[config.mk]
export PLATFORM = sky130hd
export DESIGN_NAME = cam_update_ctrl
export DESIGN_NICKNAME = d
export VERILOG_FILES = /design/src/rtl/cam_update_ctrl.sv
export SDC_FILE = /design/constraint.sdc
export NUM_CORES = 1
export LEC_CHECK = 0
export CAP_MARGIN = 10
export CORE_AREA = 5 5 100 102
export DETAILED_ROUTE_END_ITERATION = 8
export DIE_AREA = 0 0 105 107
export PLACE_DENSITY_LB_ADDON = 0.15
export SYNTH_ARGS = -nofsm -noshare
export SYNTH_HDL_FRONTEND = slang
export SYNTH_SLANG_ARGS = --single-unit
[constraint.sdc]
create_clock -name clk -period 3.1 [get_ports clk]
set_clock_uncertainty 0.2 [all_clocks]
set_input_delay 0.93 -clock clk [delete_from_list [all_inputs] [get_ports clk]]
set_output_delay 0.93 -clock clk [all_outputs]
set_load 0.02 [all_outputs]
[src/rtl/cam_update_ctrl.sv]
// rtl/cam_update_ctrl.sv - serialises fill/invalidate/flush updates to a small CAM
// Keeps a shadow valid vector and picks victims: lowest free slot, else round-robin.
module cam_update_ctrl #(
  parameter int NUM_ENTRIES = 4,
  parameter int KEY_WIDTH   = 32,
  parameter int INDEX_WIDTH = $clog2(NUM_ENTRIES)
) (
  input  logic                   clk,
  input  logic                   reset,
  input  logic                   fill_req,
  input  logic [KEY_WIDTH-1:0]   fill_key,
  output logic                   fill_ack,
  output logic [INDEX_WIDTH-1:0] fill_idx,
  input  logic                   inval_req,
  input  logic [KEY_WIDTH-1:0]   inval_key,
  output logic                   inval_ack,
  output logic                   inval_hit,
  input  logic                   flush_req,
  output logic                   flush_done,
  output logic                   busy,
  output logic [KEY_WIDTH-1:0]   cam_probe_key,
  input  logic                   cam_probe_hit,
  input  logic [INDEX_WIDTH-1:0] cam_probe_idx,
  output logic                   cam_update_en,
  output logic [INDEX_WIDTH-1:0] cam_update_idx,
  output logic [KEY_WIDTH-1:0]   cam_update_key,
  output logic                   cam_update_valid
);

  typedef enum logic [1:0] {
    ST_IDLE,
    ST_FILL_PROBE,
    ST_INVAL_PROBE,
    ST_FLUSH
  } state_t;

  localparam logic [INDEX_WIDTH-1:0] LAST_IDX = INDEX_WIDTH'(NUM_ENTRIES - 1);

  state_t                 r_state, w_state_next;
  logic [KEY_WIDTH-1:0]   r_key_q, w_key_next;
  logic [INDEX_WIDTH-1:0] r_flush_ptr, w_flush_ptr_next;
  logic [INDEX_WIDTH-1:0] r_rr_ptr, w_rr_ptr_next;
  logic [NUM_ENTRIES-1:0] r_shadow_valid, w_shadow_next;

  logic                   w_any_free;
  logic [INDEX_WIDTH-1:0] w_free_idx;
  logic [INDEX_WIDTH-1:0] w_fill_target;
  logic                   w_evict;

  // Descending scan so the last assignment wins with the lowest free index.
  always_comb begin
    w_any_free = 1'b0;
    w_free_idx = '0;
    for (int i = NUM_ENTRIES - 1; i >= 0; i--) begin
      if (!r_shadow_valid[i]) begin
        w_any_free = 1'b1;
        w_free_idx = INDEX_WIDTH'(i);
      end
    end
  end

  always_comb begin
    w_evict = 1'b0;
    if (cam_probe_hit) begin
      w_fill_target = cam_probe_idx;
    end else if (w_any_free) begin
      w_fill_target = w_free_idx;
    end else begin
      w_fill_target = r_rr_ptr;
      w_evict       = 1'b1;
    end
  end

  always_ff @(posedge clk or posedge reset) begin
    if (reset) begin
      r_state        <= ST_IDLE;
      r_key_q        <= '0;
      r_flush_ptr    <= '0;
      r_rr_ptr       <= '0;
      r_shadow_valid <= '0;
    end else begin
      r_state        <= w_state_next;
      r_key_q        <= w_key_next;
      r_flush_ptr    <= w_flush_ptr_next;
      r_rr_ptr       <= w_rr_ptr_next;
      r_shadow_valid <= w_shadow_next;
    end
  end

  always_comb begin
    w_state_next     = r_state;
    w_key_next       = r_key_q;
    w_flush_ptr_next = r_flush_ptr;
    w_rr_ptr_next    = r_rr_ptr;
    w_shadow_next    = r_shadow_valid;
    fill_ack         = 1'b0;
    fill_idx         = '0;
    inval_ack        = 1'b0;
    inval_hit        = 1'b0;
    flush_done       = 1'b0;
    busy             = (r_state != ST_IDLE);
    cam_probe_key    = r_key_q;
    cam_update_en    = 1'b0;
    cam_update_idx   = '0;
    cam_update_key   = '0;
    cam_update_valid = 1'b0;

    case (r_state)
      ST_IDLE: begin
        if (flush_req) begin
          w_state_next = ST_FLUSH;
        end else if (inval_req) begin
          w_key_next   = inval_key;
          w_state_next = ST_INVAL_PROBE;
        end else if (fill_req) begin
          w_key_next   = fill_key;
          w_state_next = ST_FILL_PROBE;
        end
      end

      ST_FILL_PROBE: begin
        cam_update_en                = 1'b1;
        cam_update_idx               = w_fill_target;
        cam_update_key               = r_key_q;
        cam_update_valid             = 1'b1;
        w_shadow_next[w_fill_target] = 1'b1;
        fill_ack                     = 1'b1;
        fill_idx                     = w_fill_target;
        if (w_evict) begin
          w_rr_ptr_next = r_rr_ptr + INDEX_WIDTH'(1);
        end
        w_state_next = ST_IDLE;
      end

      ST_INVAL_PROBE: begin
        inval_ack = 1'b1;
        if (cam_probe_hit) begin
          cam_update_en                = 1'b1;
          cam_update_idx               = cam_probe_idx;
          cam_update_key               = r_key_q;
          cam_update_valid             = 1'b0;
          w_shadow_next[cam_probe_idx] = 1'b0;
          inval_hit                    = 1'b1;
        end
        w_state_next = ST_IDLE;
      end

      ST_FLUSH: begin
        cam_update_en              = 1'b1;
        cam_update_idx             = r_flush_ptr;
        w_shadow_next[r_flush_ptr] = 1'b0;
        if (r_flush_ptr == LAST_IDX) begin
          flush_done       = 1'b1;
          w_flush_ptr_next = '0;
          w_rr_ptr_next    = '0;
          w_state_next     = ST_IDLE;
        end else begin
          w_flush_ptr_next = r_flush_ptr + INDEX_WIDTH'(1);
        end
      end

      default: begin
        w_state_next = ST_IDLE;
      end
    endcase
  end

`ifndef SYNTHESIS
  a_probe_hit_shadow: assert property (@(posedge clk) disable iff (reset)
    ((r_state == ST_FILL_PROBE || r_state == ST_INVAL_PROBE) && cam_probe_hit)
      |-> r_shadow_valid[cam_probe_idx]);
  a_fill_ack_req: assert property (@(posedge clk) disable iff (reset)
    fill_ack |-> fill_req);
  a_inval_ack_req: assert property (@(posedge clk) disable iff (reset)
    inval_ack |-> inval_req);
  a_flush_done_req: assert property (@(posedge clk) disable iff (reset)
    flush_done |-> flush_req);
  a_one_completion: assert property (@(posedge clk) disable iff (reset)
    $onehot0({fill_ack, inval_ack, flush_done}));
`endif

endmodule

After elaboration in Yosys (flattened, before gate mapping)
Index checks and enable logic that the tools add are counted.

cells by class
  $add $sub $neg = 2
  multipliers = 0
  divide/modulo/power cells = 0
  order comparisons = 6
  equal/unequal tests = 8
  shift-type cells = 0
  muxes and demuxes = 42
  bitwise operators = 6
  reduce and logical (&&, ||, !) cells = 14

operator list
  kind                                                               count
  two-way mux 32 bit                                                 3
  case mux 32 bit (2 select lines)                                   1
  two-way mux 2 bit                                                  14
  two-way mux 1 bit                                                  15
  case mux 2 bit (3 select lines)                                    2
  case mux 4 bit (3 select lines)                                    1
  less-than comparator 2 x 3 -> 1 bit, second input constant         3
  bitwise AND 4 bit                                                  2
  NOT 4 bit                                                          2
  demux 1 bit (select 2 bit)                                         3
  equality test 2 bit, second input constant                         3
  greater-or-equal comparator 2 x 1 -> 1 bit, second input constant  3
  inequality test 2 bit, second input constant                       3
  AND reduction 3 bit                                                2
  nonzero test 2 bit                                                 3
  adder 2 x 1 -> 2 bit, second input constant                        2
  two-way mux 4 bit                                                  1
  inequality test 4 bit, second input constant                       1
  bitwise OR 4 bit                                                   1
  case mux 2 bit (2 select lines)                                    1
  AND reduction 2 bit                                                2
  OR reduction 2 bit                                                 2
  logical AND 1 bit                                                  3
  nonzero test 3 bit                                                 1
  4 further kinds                                                    4

storage, ports and cells
  register bits = 42
  bits in latches = 0
  bits in writable memories = 0
  ROM bits = 0
  bits of input ports = 72
  output and inout port bits = 75
  logic and storage cells = 83
  memories = 0

Logic depth before layout (Yosys ltp)
  depth in word-level cells = 12
  gate-level depth with buffers = 7
  gate-level depth less buffers = 6

Least setup slack after synthesis
Ideal clock, no wire load.

  path type = input-to-output
  start = in cam_probe_hit
  end = out cam_update_idx[0]
  data arrival time = 1961 ps
  data required time = 1970 ps
  slack = 9 ps
  stages = 3
  path buffers = 0
  cells stage by stage = nor3_2 > a221oi_1 > o31ai_1

between the ends
  longest elaborated chain between the ends = 2
  elaborated cells between the ends (all ways) = 3
  classes of those cells = 3 x mux

ends and longest elaborated chain
  item                                         RTL line  text
  start: declaration                           22        input logic cam_probe_hit,
  two-way mux 2 bit, on equally long branches  137, 64
  case mux 2 bit (3 select lines) *            108       case (r_state)
  end: declaration                             25        output logic [INDEX_WIDTH-1:0] cam_update_idx,

Mark *: on every way between the ends. The rest lies on a longest branch, timed or not.

Worst setup path in the final report
  start = in cam_probe_idx[0]
  end = out cam_update_idx[0]

between the ends
  longest elaborated chain between the ends = 2
  elaborated cells between the ends (all ways) = 3
  classes of those cells = 3 x mux

ends and longest elaborated chain
  item                                         RTL line  text
  start: declaration                           23        input logic [INDEX_WIDTH-1:0] cam_probe_idx,
  two-way mux 2 bit, on equally long branches  137, 64
  case mux 2 bit (3 select lines) *            108

Marked as above.

==> results.yml <==
placement:
  place.gp.congestion: 0.831
  place.detailed.hpwl_um: 6510
  place.detailed.instances: 532
  numPortBuffers: 146
  dpl_cell_area_um2: 4280
clocking:
  cts.sinks: 42
  buffers_inserted_by_post_cts_timing_repair: 0
  clock_tree.root_cell: "clkbuf_8"
  ctsHoldBuffers: 0
  clock_tree.htree_level_count: 2
  max-clock-path-buffers: 2
  clock_latency_ns: 0.29
  tritoncts: "yes"
  cts-buffers-inserted: 5
  clk_transition_reported_paths_ns: 0.09
pwr:
  p_sw_share_pct: 46.1
  ir_drop_v: 0.000432
  p_clk_share_pct: 9.4
  power_frac_seq_pct: 26.3
  p_int_w: 0.00213
  p_total_w: 0.00395
  leakage_nw: 1.92
  switching_pwr_w: 0.00182
  power_density_cells_nw_per_um2: 933
  pwr-share-comb_pct: 64.3
floorplan:
  dieArea_um2: 11200
  ioPinCount: 147
  effective_utilization_at_floorplan_pct: 29.1
  die_h_um: 107
  fp-row-count: 35
  chipWidth_um: 105
  fp.coreArea_um2: 9020
timing:
  fmax_mhz: 325
  grt_setup_unrepaired: "yes"
  maxSlewViolCount: 0
  slew_headroom_pct: 69.3
  report.final.hold_viol_count: 0
  min_period_ns: 3.07
  final_setup_violating_endpoints: 0
  layout_worst_path_cycle_share_pct: 99.1
  timing.setup.tns_ns: 0
  max_slew.worst_pin.slew_ns: 0.460
critical_path:
  worst-path-max-fanout: 2
  worst_ep_arrival_time_ns: 1.94
  setup.worst_path.start_class: "input pin"
  reg2reg_slack_ns: 1.04
  critPathCaptureType: "output pin"
  r2r_end: "cam_probe_key[5]"
  timing.rr.start: "r_state[0]"
  worstSetupPathType: "input pin to output pin"
  rr_worst_depth: 8
  crit_required_ns: 1.97
layout:
  insertedDiodeCount: 0
  final_cells: 541
  syn_to_final_growth_pct: 61.7
  drive_gt1_share_pct: 24.2
  finish.instance_area_um2: 4240
  final_nets: 510
logic_synthesis:
  seq_area_frac_synth_pct: 40.1
  syn-mean-instance-area_um2: 9.64
  synth_fp_nets: 353
  number_of_distinct_library_cells_after_synthesis: 32
  syn-instance-count: 272
  ys_warn_count: 0
  synth.ff_latch_count: 42
  area_of_the_mapped_netlist_um2: 2620
routing:
  route.vias.total: 2478
  detail_route.wirelength_um: 8330
  route.detailed.wl_per_inst_um: 15.4
  detail_route.iter0.violations: 80
  drc: 0
  met2RoutedLength_um: 3920
  detail_route.first_pass.iterations: 7
  wl_met3_um: 654
  highest_layer_used_for_signal_routing: "met4"
  via_per_inst: 4.58
  met1_wire_length_um: 3590
  detail-route-antenna-nets: 0
run_status:
  run_status: "completed"
global_routing:
  grt_pass1_vias: 2568
  track_usage_pct: 14.3
  maximum_number_of_pins_on_one_net_before_global_route_repair: 45
  first_pass_grt_wire_length_um: 13100
  overflow_after_grt: 0
  grt_antenna_before_repair: 0
hold_path:
  worst_hold_path_type: "flop to flop"
  end_point_of_the_worst_hold_path: "cam_probe_key[3]"
  startpoint_of_the_tightest_hold_check_path: "cam_probe_key[3]"
  worst_hold_path.num_cells: 2
flow_run:
  cap_violations: 0
## layout by cell type, fill, tap and decap left out, types with 4 or more instances in the layout
master	count
inv_1	9
ha_1	9
mux2i_1	36
buf_4	20
nor2_1	39
nand2_1	7
a21oi_1	7
dfrtp_1	42
dlygate4sd2_1	4
and2_1	34
clkdlybuf4s50_1	103
buf_2	34
clkbuf_8	5
o21ai_0	17
a21oi_2	28
## synthesized netlist by cell type
| master | n | share of area, % |
|---|---|---|
| buf_6 | 4 | 1.7 |
| nand2_1 | 7 | 1.0 |
| o31ai_1 | 2 | 0.57 |
| a22o_1 | 1 | 0.33 |
| nor3_1 | 3 | 0.57 |
| inv_1 | 10 | 1.4 |
| a221oi_1 | 1 | 0.33 |
| inv_2 | 1 | 0.14 |
| o21ai_0 | 17 | 3.2 |
| and3b_1 | 1 | 0.33 |
| nand2b_1 | 2 | 0.48 |
| and2_1 | 36 | 8.6 |
| a221o_1 | 1 | 0.38 |
| buf_2 | 6 | 1.1 |
| mux2i_1 | 36 | 14 |
| o211ai_1 | 1 | 0.29 |
| a222oi_1 | 1 | 0.38 |
| nor3_2 | 1 | 0.38 |
| a21oi_2 | 28 | 9.4 |
| a31oi_1 | 2 | 0.48 |
| o21a_1 | 1 | 0.29 |
| nor2_1 | 39 | 5.6 |
| buf_4 | 3 | 0.86 |
| nor3b_1 | 2 | 0.57 |
| a22oi_1 | 1 | 0.29 |
| nor2b_1 | 2 | 0.48 |
| nor3_4 | 1 | 0.62 |
| clkbuf_2 | 3 | 0.57 |
| dfrtp_1 | 42 | 40 |
| buf_1 | 1 | 0.14 |
| a21oi_1 | 7 | 1.3 |
| ha_1 | 9 | 4.3 |
## power by group through the flow
stage	clock (W)	combinational (W)	sequential (W)
detailed placement	0	0.00269	0.00106
global route	0.000412	0.00275	0.00109
global placement	0	0.00266	0.00105
finish	0.000370	0.00254	0.00104
CTS	0.000390	0.00255	0.00105
floorplan	0	0.00123	0.00124
## routing by layer
metal	track usage (%)	up-vias
met3	5.66	15
met2	23.1	107
met4	4.66	0
li1	-	1229
met1	17.6	1127
met5	0	-
## registers in the layout (all words and copies together), names as in the netlist
register,count
cam_probe_key,32
r_shadow_valid,4
r_flush_ptr,2
r_rr_ptr,2
r_state,2
## kinds of logic after synthesis
kind of cell	share of synthesized area (%)
AND/OR/NAND/NOR	18.6
multiplexers	13.7
flip-flops	40.1
adder cells (fa/ha/maj)	4.29
AO/OA/AOI/OAI	17.3
buffers and inverters	6.01
## metrics by stage
step	util, %	worst slack (ns)	hold slack, ns
final	47.0	0.0274	0.337
after global routing	47.0	-0.0144	0.373
after CTS	46.7	0.0146	0.344
after detailed placement	47.4	-0.836	0.323
after global placement	47.4	-0.817	0.318
after floorplan	-	0.00852	0.285
## what timing repair did
item | CTS | global route
endpoints found under the setup margin | 38 | 34
gates cloned | 1 | 0
gates resized for setup | 160 | 6
endpoints found under the hold margin | 0 | 0
pin swaps | 1 | 1
## how the worst max path moves through the flow
| stage | cells after the start | start | slack, ns | to |
|---|---|---|---|---|
| floorplan | 3 | cam_probe_hit | 0.009 | cam_update_idx[0] |
| global placement | 6 | cam_probe_hit | -0.82 | cam_update_key[0] |
| detailed placement | 6 | cam_probe_hit | -0.84 | cam_update_idx[0] |
| CTS | 6 | cam_probe_hit | 0.01 | cam_update_key[6] |
| global route | 6 | cam_probe_idx[0] | -0.01 | cam_update_idx[0] |
| finish | 6 | cam_probe_idx[0] | 0.03 | cam_update_idx[0] |
## critical path: stages
cell and delay [ns]:
dlygate4sd2_1 0.26, and2_4 0.16, a221oi_2 0.21, buf_4 0.17, o31ai_2 0.05, buf_4 0.16
## area by class of cell
type / instances / area [um2]
Clock buffer: 5 / 68.8
Inverter: 11 / 41.3
Multi-Input combinational cell: 202 / 1440
Timing Repair Buffer: 167 / 1470
Fill cell: 883 / 4780
Clock inverter: 3 / 23.8
Sequential cell: 42 / 1050
Tap cell: 111 / 139
Power figures use the tool's default switching activity.
